$ cat config.mk
export PLATFORM = sky130hd
export DESIGN_NAME = acc_sequencer
export DESIGN_NICKNAME = d
export VERILOG_FILES = /design/src/rtl/acc_pkg.sv /design/src/rtl/acc_seq_timer.sv /design/src/rtl/acc_sequencer.sv
export SDC_FILE = /design/constraint.sdc
export NUM_CORES = 1
export LEC_CHECK = 0
export ABC_CLOCK_PERIOD_IN_PS = 5800
export CAP_MARGIN = 20
export CORE_MARGIN = 2
export CORE_UTILIZATION = 40
export CTS_CLUSTER_DIAMETER = 200
export DETAILED_ROUTE_END_ITERATION = 8
export PLACE_DENSITY_LB_ADDON = 0.25
export SYNTH_ARGS = -nofsm -noshare
export SYNTH_HDL_FRONTEND = slang
export SYNTH_HIERARCHICAL = 1
export SYNTH_SLANG_ARGS = --single-unit
$ cat constraint.sdc
create_clock -name clk -period 5.8 [get_ports clk]
set_clock_uncertainty 0.05 [all_clocks]
set_input_delay 1.74 -clock clk [delete_from_list [all_inputs] [get_ports clk]]
set_output_delay 1.74 -clock clk [all_outputs]
set_load 0.02 [all_outputs]
$ cat src/rtl/acc_pkg.sv
// Shared types and constants for the acquisition run sequencer.
package acc_pkg;

  localparam int NUM_ROW = 64;

  localparam logic [2:0] ST_IDLE     = 3'd0;
  localparam logic [2:0] ST_TRIG     = 3'd1;
  localparam logic [2:0] ST_SWEEP    = 3'd2;
  localparam logic [2:0] ST_STOP_REQ = 3'd3;
  localparam logic [2:0] ST_WAIT_CAL = 3'd4;
  localparam logic [2:0] ST_CAL      = 3'd5;
  localparam logic [2:0] ST_WAIT_CLR = 3'd6;
  localparam logic [2:0] ST_DONE     = 3'd7;

  typedef enum logic [2:0] {
    IDLE     = ST_IDLE,
    TRIG     = ST_TRIG,
    SWEEP    = ST_SWEEP,
    STOP_REQ = ST_STOP_REQ,
    WAIT_CAL = ST_WAIT_CAL,
    CAL      = ST_CAL,
    WAIT_CLR = ST_WAIT_CLR,
    DONE     = ST_DONE
  } seq_state_t;

endpackage

$ cat src/rtl/acc_seq_timer.sv
// Loadable down-counter; expired is high while the count sits at zero.
module acc_seq_timer #(
  parameter int W = 5
) (
  input  logic         clk,
  input  logic         reset,
  input  logic         load,
  input  logic [W-1:0] load_value,
  output logic         expired
);

  logic [W-1:0] count_reg;

  always_ff @(posedge clk) begin
    if (reset) begin
      count_reg <= '0;
    end else if (load) begin
      count_reg <= load_value;
    end else if (count_reg != '0) begin
      count_reg <= count_reg - W'(1);
    end
  end

  assign expired = (count_reg == '0);

endmodule

$ cat src/rtl/acc_sequencer.sv
// Run-level initiator: triggers a sampling run, counts sweeps, requests stop,
// serves the calibration handshake and reports done/err to the host.
module acc_sequencer #(
  parameter int NUM_ROW    = acc_pkg::NUM_ROW,
  parameter int SWEEP_W    = 16,
  parameter int CAL_CYCLES = 8,
  parameter int TIMEOUT    = 16
) (
  input  logic               clk,
  input  logic               reset,
  input  logic               start,
  input  logic [SWEEP_W-1:0] num_sweeps,
  input  logic               abort,
  input  logic               array_done,
  input  logic               cal_H,
  output logic               sample_trig,
  output logic               stop,
  output logic               address_enable,
  output logic               cal_done,
  output logic               busy,
  output logic               done,
  output logic               err,
  output logic [SWEEP_W-1:0] sweep_count,
  output logic [2:0]         state
);
  import acc_pkg::*;

  localparam int TOUT_W = $clog2(TIMEOUT);
  localparam int CAL_W  = $clog2(CAL_CYCLES);
  localparam int TW     = ((TOUT_W > CAL_W) ? TOUT_W : CAL_W) + 1;

  if (NUM_ROW < 1 || CAL_CYCLES < 1 || TIMEOUT < 7) begin : g_bad_params
    $error("acc_sequencer: NUM_ROW>=1, CAL_CYCLES>=1 and TIMEOUT>=7 are required");
  end

  seq_state_t         state_reg, state_next;
  logic [SWEEP_W-1:0] target_reg;
  logic [SWEEP_W-1:0] sweep_count_reg;
  logic               err_reg;
  logic               set_err;
  logic               start_accept;
  logic               last_sweep;
  logic               timer_load;
  logic [TW-1:0]      timer_value;
  logic               timer_expired;

  assign start_accept = (state_reg == IDLE) && start;
  // Compare one bit wider so a target of all-ones cannot wrap.
  assign last_sweep = array_done &&
                      (({1'b0, sweep_count_reg} + (SWEEP_W+1)'(1)) == {1'b0, target_reg});

  always_comb begin
    state_next = state_reg;
    set_err    = 1'b0;
    case (state_reg)
      IDLE:     if (start) state_next = (num_sweeps == '0) ? DONE : TRIG;
      TRIG:     state_next = SWEEP;
      SWEEP:    if (last_sweep || abort) state_next = STOP_REQ;
      STOP_REQ: state_next = WAIT_CAL;
      WAIT_CAL: begin
        if (cal_H) begin
          state_next = CAL;
        end else if (timer_expired) begin
          state_next = DONE;
          set_err    = 1'b1;
        end
      end
      CAL:      if (!cal_H || timer_expired) state_next = WAIT_CLR;
      WAIT_CLR: begin
        if (!cal_H) begin
          state_next = DONE;
        end else if (timer_expired) begin
          state_next = DONE;
          set_err    = 1'b1;
        end
      end
      DONE:     state_next = IDLE;
      default:  state_next = IDLE;
    endcase
  end

  // The timer restarts on every state change; CAL counts its window, the
  // wait states count toward the timeout.
  assign timer_load  = (state_next != state_reg);
  assign timer_value = (state_next == CAL) ? TW'(CAL_CYCLES - 1) : TW'(TIMEOUT - 1);

  acc_seq_timer #(.W(TW)) u_timer (
    .clk        (clk),
    .reset      (reset),
    .load       (timer_load),
    .load_value (timer_value),
    .expired    (timer_expired)
  );

  always_ff @(posedge clk) begin
    if (reset) begin
      state_reg       <= IDLE;
      target_reg      <= '0;
      sweep_count_reg <= '0;
      err_reg         <= 1'b0;
    end else begin
      state_reg <= state_next;
      if (start_accept) begin
        target_reg      <= num_sweeps;
        sweep_count_reg <= '0;
        err_reg         <= 1'b0;
      end else begin
        if (state_reg == SWEEP && array_done && sweep_count_reg != '1) begin
          sweep_count_reg <= sweep_count_reg + SWEEP_W'(1);
        end
        if (set_err) err_reg <= 1'b1;
      end
    end
  end

  assign sample_trig    = (state_reg == TRIG);
  assign stop           = (state_reg == STOP_REQ);
  assign address_enable = (state_reg == SWEEP);
  assign cal_done       = (state_reg == CAL) && timer_expired;
  assign busy           = (state_reg != IDLE);
  assign done           = (state_reg == DONE);
  assign err            = err_reg;
  assign sweep_count    = sweep_count_reg;
  assign state          = state_reg;

endmodule

==> key figures, run 1 <==
Setup path
  – Crit Path Max Fanout: 7
  – Worst Setup Path Type: input pin to flip-flop
  – RR Startpoint: sweep_count[0]
  – Slowest cell on crit path: a22oi_1
  – Worst path cell trace: clkdlybuf4s50_1 -> nor4_1 -> nand4_1 -> or3_1 -> nand2b_1 -> nor4_1 -> a22oi_1 -> inv_1 -> and4_2 -> a311o_1
  – Crit path DAT: 4480 ps
  – Critical Path RT: ~6000 ps
  – Cell mode on critical path: nor4_1
  – Crit path buf inv count: 2
  – Delay-heaviest family, CP: simple AND/OR/NAND/NOR gates
  – Setup crit end kind: flip-flop
  – Critical path startpoint: num_sweeps[3]
  – CP peak stage delay: 480 ps
  – Worst setup SP type: input pin

Routing
  – DRT antenna net count: 0
  – Wire length on met1: 3130 µm
  – DRT iter0 DRCs: just over 100
  – Total Wirelength: 6210 µm
  – Via Count: 2,396
  – Top sig layer: met4
  – Routed WL per cell: 14.0 µm
  – WL met3: 211 µm
  – First-pass DRT Iterations: 5
  – DR WL met2: 2770 µm
  – Drc violations: 0
  – Vias per cell: 5.42

Pwr
  – Switching share of total power: 0.348
  – Power per Cell Area: 286 nW/µm²
  – Internal power: 0.593 mW
  – Clk pwr share: 0.266
  – Sw Pwr: 0.317 mW
  – Comb power frac: 0.339
  – Highest ir drop seen on vdd: 0.149 mV
  – Sequential power share: 0.395
  – P_leak: 1.13 nW

Logic synthesis
  – Mapped Cells: 329
  – Share of the synthesized area in the top cell type: 0.319
  – Synth area leader: dfxtp_1
  – Largest cells by area after synthesis: dfxtp_1 32%, nand2_1 7.7%, xor2_1 6.1%, xnor2_1 5.1%, nor2_1 4.5%
  – YS warnings: 6
  – Seq/Total Area, Yosys: 0.319
  – Distinct cells, synth: 56
  – Count leader, synth: nand2_1
  – Synth Register Bits: a little over 40
  – Async S/R FF share, synth: 0
  – Most used DFF post-synth: dfxtp_1
  – Number of synthesized flops with an enable pin: 0
  – Top cells by count, synth: 53 x nand2_1, 41 x dfxtp_1, 31 x nor2_1
  – Syn Area/Cell: 7.81 µm²
  – Synth Cell Area: 2570 µm²

Die
  – Die Y: 84.2 µm
  – Initial Util: 0.409
  – Total die area: ~7100 µm²
  – Chip width: 84.2 µm
  – I/O pins: 48
  – Core area: 6280 µm²
  – # rows: 29

Timing
  – Slew @ Worst Pin: 669 ps
  – Max-slew headroom: 0.553
  – Final setup margin: 1460 ps
  – Period utilization: 0.748
  – Fin. max-slew vios: 0
  – Final setup violation count: 0
  – Setup_tns: 0 ps
  – RSZ-0062 raised after global routing: false
  – Highest Clock Rate: roughly 230 MHz
  – Fin. Hold Viols: 0
  – Period minus WS final: 4340 ps

Clock network
  – Clock-pin transition on the worst setup and hold timing paths: 80 ps
  – Max Buffers Root-to-Sink: 2
  – Hold-fix buffers at CTS: 0
  – Num CTS Buffers: 5
  – Post-CTS Resized: 0
  – Clock Latency Late Sink: 290 ps
  – CTS tree: done
  – CTS Root Cell: clkbuf_8
  – Htree depth: 2
  – Setup Fix Bufs, Post-CTS: 0
  – Clock Sinks: approximately 40

GRT
  – Grt ovf: 0
  – Antenna violations before repair: 0
  – Largest net degree at the start of global routing: 18
  – Global-route wire length before repair: 10,400 µm
  – Vias in the first global route: 2,214
  – Total Routing Usage GR: 0.179

Place
  – Post-detail-place hpwl: 4640 µm
  – Place WS: 1190 ps
  – PortBufs: 47
  – Placer congestion estimate: 0.953

Cells and area
  – Share of cells above drive strength 1: 0.0658
  – Area Overhead vs Synth: 23.7%
  – Ant diodes: 0
  – Layout net count: 388
  – Fill count: 626

Worst hold path
  – Hold path startpoint: target_reg[13]
  – HP Class: flip-flop to flip-flop

Status
  – Status: complete, no violations

Job
  – Max Cap Viol: 0
[path summary, 6_finish.rpt]
kind	endpoint	slack [ps]	depth (start not counted)
setup / recovery	u_timer/count_reg[1]	1460	10
hold / removal	target_reg[13]	420	2
setup reg to reg	u_timer/count_reg[1]	2050	10
hold reg to reg	target_reg[13]	420	2
[through the flow]
step / power (mW) / hold WS, ps / cells / util / instance area, µm²
after floorplan: 0.581 / 398 / 331 / - / 2580
after global placement: 0.665 / 411 / 434 / 0.487 / 3060
after detailed placement: 0.670 / 415 / 434 / 0.487 / 3060
after CTS: 0.912 / 427 / 442 / 0.506 / 3180
after global routing: 0.962 / 445 / 442 / 0.506 / 3180
final: 0.910 / 422 / 442 / 0.506 / 3180
[cells in the final DEF, fill, tap and decap left out, types with 2 or more instances in the layout]
cell             count
nand2_1             53
clkdlybuf4s50_1     47
dfxtp_1             41
nor2_1              31
a21oi_1             22
xor2_1              18
xnor2_1             15
inv_1               12
and4_1               9
nor3_1               7
nand3_1              7
nor4_1               6
nand4_1              6
a31oi_1              6
clkbuf_8             6
and3_1               5
and2_1               5
o21ai_0              5
nand2b_1             4
o211ai_1             4
a311oi_1             4
conb_1               4
nor3b_1              3
a211o_1              3
or3_1                3
nor2b_1              2
o31ai_1              2
and4_2               2
a211oi_2             2
ha_1                 2
buf_4                2
[final cells by class]
cell class,instances,area [µm²],share of cell area
Multi-Input combinational cell,255,1610,0.507
Sequential cell,41,821,0.258
Timing Repair Buffer,49,485,0.153
Tap cell,77,96.3,0.0303
Clock buffer,6,82.6,0.0260
Inverter,12,45.0,0.0142
Clock inverter,2,37.5,0.0118
[power groups by stage]
stage	logic [mW]	clock network (mW)	registers, mW
6_report	0.308	0.242	0.360
3_3_place_gp	0.301	0	0.364
3_5_place_dp	0.305	0	0.365
2_1_floorplan	0.228	0	0.353
5_1_grt	0.342	0.256	0.364
4_1_cts	0.307	0.246	0.359
[cell families after synthesis]
logic type                 after synthesis  share of synthesized area
DFF                                     41                      0.319
buffers and inverters                   35                     0.0565
other                                    2                    0.00292
adders and majority gates                2                    0.00974
muxes                                    1                    0.00389
and+or+nand+nor                        154                      0.324
AOI/OAI and AO/OA                       61                      0.171
xor gates and xnor gates                33                      0.112
[layer usage]
| metal | track usage | vias to the layer above |
|---|---|---|
| met4 | 0.0557 | 0 |
| met1 | 0.252 | 1116 |
| met2 | 0.276 | 47 |
| li1 | - | 1223 |
| met5 | 0 | - |
| met3 | 0.0354 | 10 |
[worst register-to-register path: stages (launching register included)]
cell and delay, ps:
dfxtp_1 510, ha_1 480, nand3_1 170, nor2_1 540, a311oi_1 220, nor4_1 270
nand4_2 170, a22oi_1 490, inv_1 220, and4_2 260, a311o_1 260
No activity file was read; power rests on OpenSTA's default activity.
==> inputs of run 2 (changes only) <==
- ABC_CLOCK_PERIOD_IN_PS: 5800 -> 4000
- clock period: 5.8 -> 4 ns (I/O delays scaled with it)
==> run 2 against run 1 <==
- global-route usage about the same
- first-iteration DRC count is 77% higher
- via count is 2.5% higher
- utilization increased by 0.48 points
- sequential share of layout area fell by 0.24 points
- critical path depth unchanged
- power increased by 48%
- die area unchanged
- count of clock-buffer cells in the layout unchanged
- cell count grew 0.90%
- critical endpoint unchanged
- highest routed layer unchanged
==> key figures, run 2 (synthesis results as in run 1) <==
Status
  – Status: complete, no violations

Timing
  – Final setup violation count: 0 (unchanged)
  – RSZ-0062 raised after global routing: false
  – Setup_tns: 0 ps (unchanged)
  – Max-slew headroom: 0.497 (-0.0562)
  – Highest Clock Rate: approximately 280 MHz
  – Period utilization: 0.882
  – Slew @ Worst Pin: 755 ps (+85.7 ps)
  – Fin. max-slew vios: 0 (unchanged)
  – Fin. Hold Viols: 0 (unchanged)
  – Period minus WS final: 3530 ps

Pwr
  – P_leak: 1.15 nW (+1.8%)
  – Highest ir drop seen on vdd: 0.253 mV (+69%)
  – Power per Cell Area: 418 nW/µm² (+46%)

Clock network
  – Clock-pin transition on the worst setup and hold timing paths: 90 ps (about the same)
  – Max Buffers Root-to-Sink: 2 (unchanged)
  – Hold-fix buffers at CTS: 0 (unchanged)
  – Clock Sinks: 41 (unchanged)
  – CTS tree: done
  – Clock Latency Late Sink: 300 ps (about the same)
  – Htree depth: 2 (unchanged)
  – Post-CTS Resized: 0 (unchanged)
  – CTS Root Cell: clkbuf_8
  – Num CTS Buffers: 5 (unchanged)
  – Setup Fix Bufs, Post-CTS: 0 (unchanged)

Place
  – Post-detail-place hpwl: 4670 µm (+0.65%)
  – Placer congestion estimate: 0.896 (-5.9%)
  – Placed instance area: 3090 µm² (+0.98%)
  – PortBufs: 47 (unchanged)

Routing
  – Routed WL per cell: 14.0 µm (-0.27%)
  – DRT antenna net count: 0 (unchanged)
  – Drc violations: 0 (unchanged)
  – Vias per cell: 5.50 (+1.5%)
  – Total Wirelength: 6250 µm (+0.63%)
  – Via Count: 2,455 (+2.5%)
  – DRT iter0 DRCs: 182 (+77%)
  – First-pass DRT Iterations: 4 (-1)

Cells and area
  – Area Overhead vs Synth: 24.9%
  – Share of cells above drive strength 1: 0.0759 (+0.0101)
  – Ant diodes: 0 (unchanged)
  – Most frequent cells in the layout: 53 x nand2_1, 47 x clkdlybuf4s50_1, 41 x dfxtp_1
  – Final Instance Area: 3210 µm² (+0.94%)
  – Footprint of the multi-input gates: 1610 µm² (unchanged)
  – Register Area: 821 µm² (unchanged)
  – Commonest non-fill, non-tap cell in the layout: nand2_1
  – Fill count: 603 (-3.7%)
  – Layout net count: 392 (+1.0%)

GRT
  – Total Routing Usage GR: 0.179 (about the same)
  – Vias in the first global route: 2,256 (+1.9%)
  – Largest net degree at the start of global routing: 18 (unchanged)
  – Global-route wire length before repair: 10,500 µm (+0.20%)
  – Grt ovf: 0 (unchanged)
  – Antenna violations before repair: 0 (unchanged)

Worst hold path
  – HP Class: flip-flop to flip-flop
  – WHS Endpoint: target_reg[13]
  – Hold path startpoint: target_reg[13]
  – Hold path cells: 2 (unchanged)

Die
  – Chip width: 84.2 µm (unchanged)
  – Initial Util: 0.409 (unchanged)
  – Core area: 6280 µm² (unchanged)
  – Die Y: 84.2 µm (unchanged)
  – # rows: 29 (unchanged)
  – I/O pins: 48 (unchanged)
  – Total die area: 7080 µm² (unchanged)

Setup path
  – Crit Path Max Fanout: 6 (-1)
  – Worst R2R Setup Slack: 700 ps (-1350 ps)
  – RR Startpoint: sweep_count[0]
  – Critical Path RT: 4140 ps (-1800 ps)
  – Crit path DAT: 3670 ps (-810 ps)
  – Setup crit end kind: flip-flop
  – R2R Path End: u_timer/count_reg[1]
  – Worst Setup Path Type: input pin to flip-flop
  – Worst setup SP type: input pin
  – Worst reg-to-reg path cell count: 10 (unchanged)

Job
  – Max Cap Viol: 0 (unchanged)
[run 2: how the worst max path moves through the flow]
stage / start / end / slack (ps) / cells past startpoint
finish: num_sweeps[3] / u_timer/count_reg[1] / 470 / 10
floorplan: sweep_count[0] / u_timer/count_reg[1] / 730 / 12
global route: num_sweeps[3] / u_timer/count_reg[1] / 320 / 10
detailed placement: num_sweeps[3] / u_timer/count_reg[1] / 210 / 10
global placement: num_sweeps[3] / u_timer/count_reg[1] / 300 / 10
CTS: num_sweeps[3] / u_timer/count_reg[1] / 520 / 10
[run 2: stage by stage]
step                hold slack (ps)   util  instances  power [mW]  worst slack, ps
global route                    453  0.511        446        1.43              324
detailed placement              415  0.492        438       0.998              208
floorplan                       398      -        331       0.842              733
CTS                             427  0.511        446        1.35              520
global placement                409  0.492        438       0.989              297
finish                          422  0.511        446        1.34              473
[run 2: where the power goes]
group	switching, mW	leakage (nW)	internal [mW]
sequential	0.0607	0.334	0.457
clock	0.152	0.0574	0.203
combinational	0.251	0.763	0.220
[run 2: layout make-up]
cell class,count,area share
well taps,77,0.0300
inverters,12,0.0140
multi-input cells,255,0.502
clock buffers,6,0.0257
repair buffers,53,0.161
flip-flops and latches,41,0.256
clock inverters,2,0.0117
[run 2: routing by layer]
metal | track usage | part of all wire
met3 | 0.0265 | 0.036
met2 | 0.285 | 0.46
met4 | 0.0557 | 0.013
met5 | 0 | 0
met1 | 0.250 | 0.49
[run 2: critical path, stage by stage]
cell and delay [ps]:
clkdlybuf4s50_1 430, nor4_1 420, nand4_1 170, or3_1 370, nand2b_1 110, nor4_1 60
a22oi_1 260, inv_1 150, and4_2 240, a311o_1 260
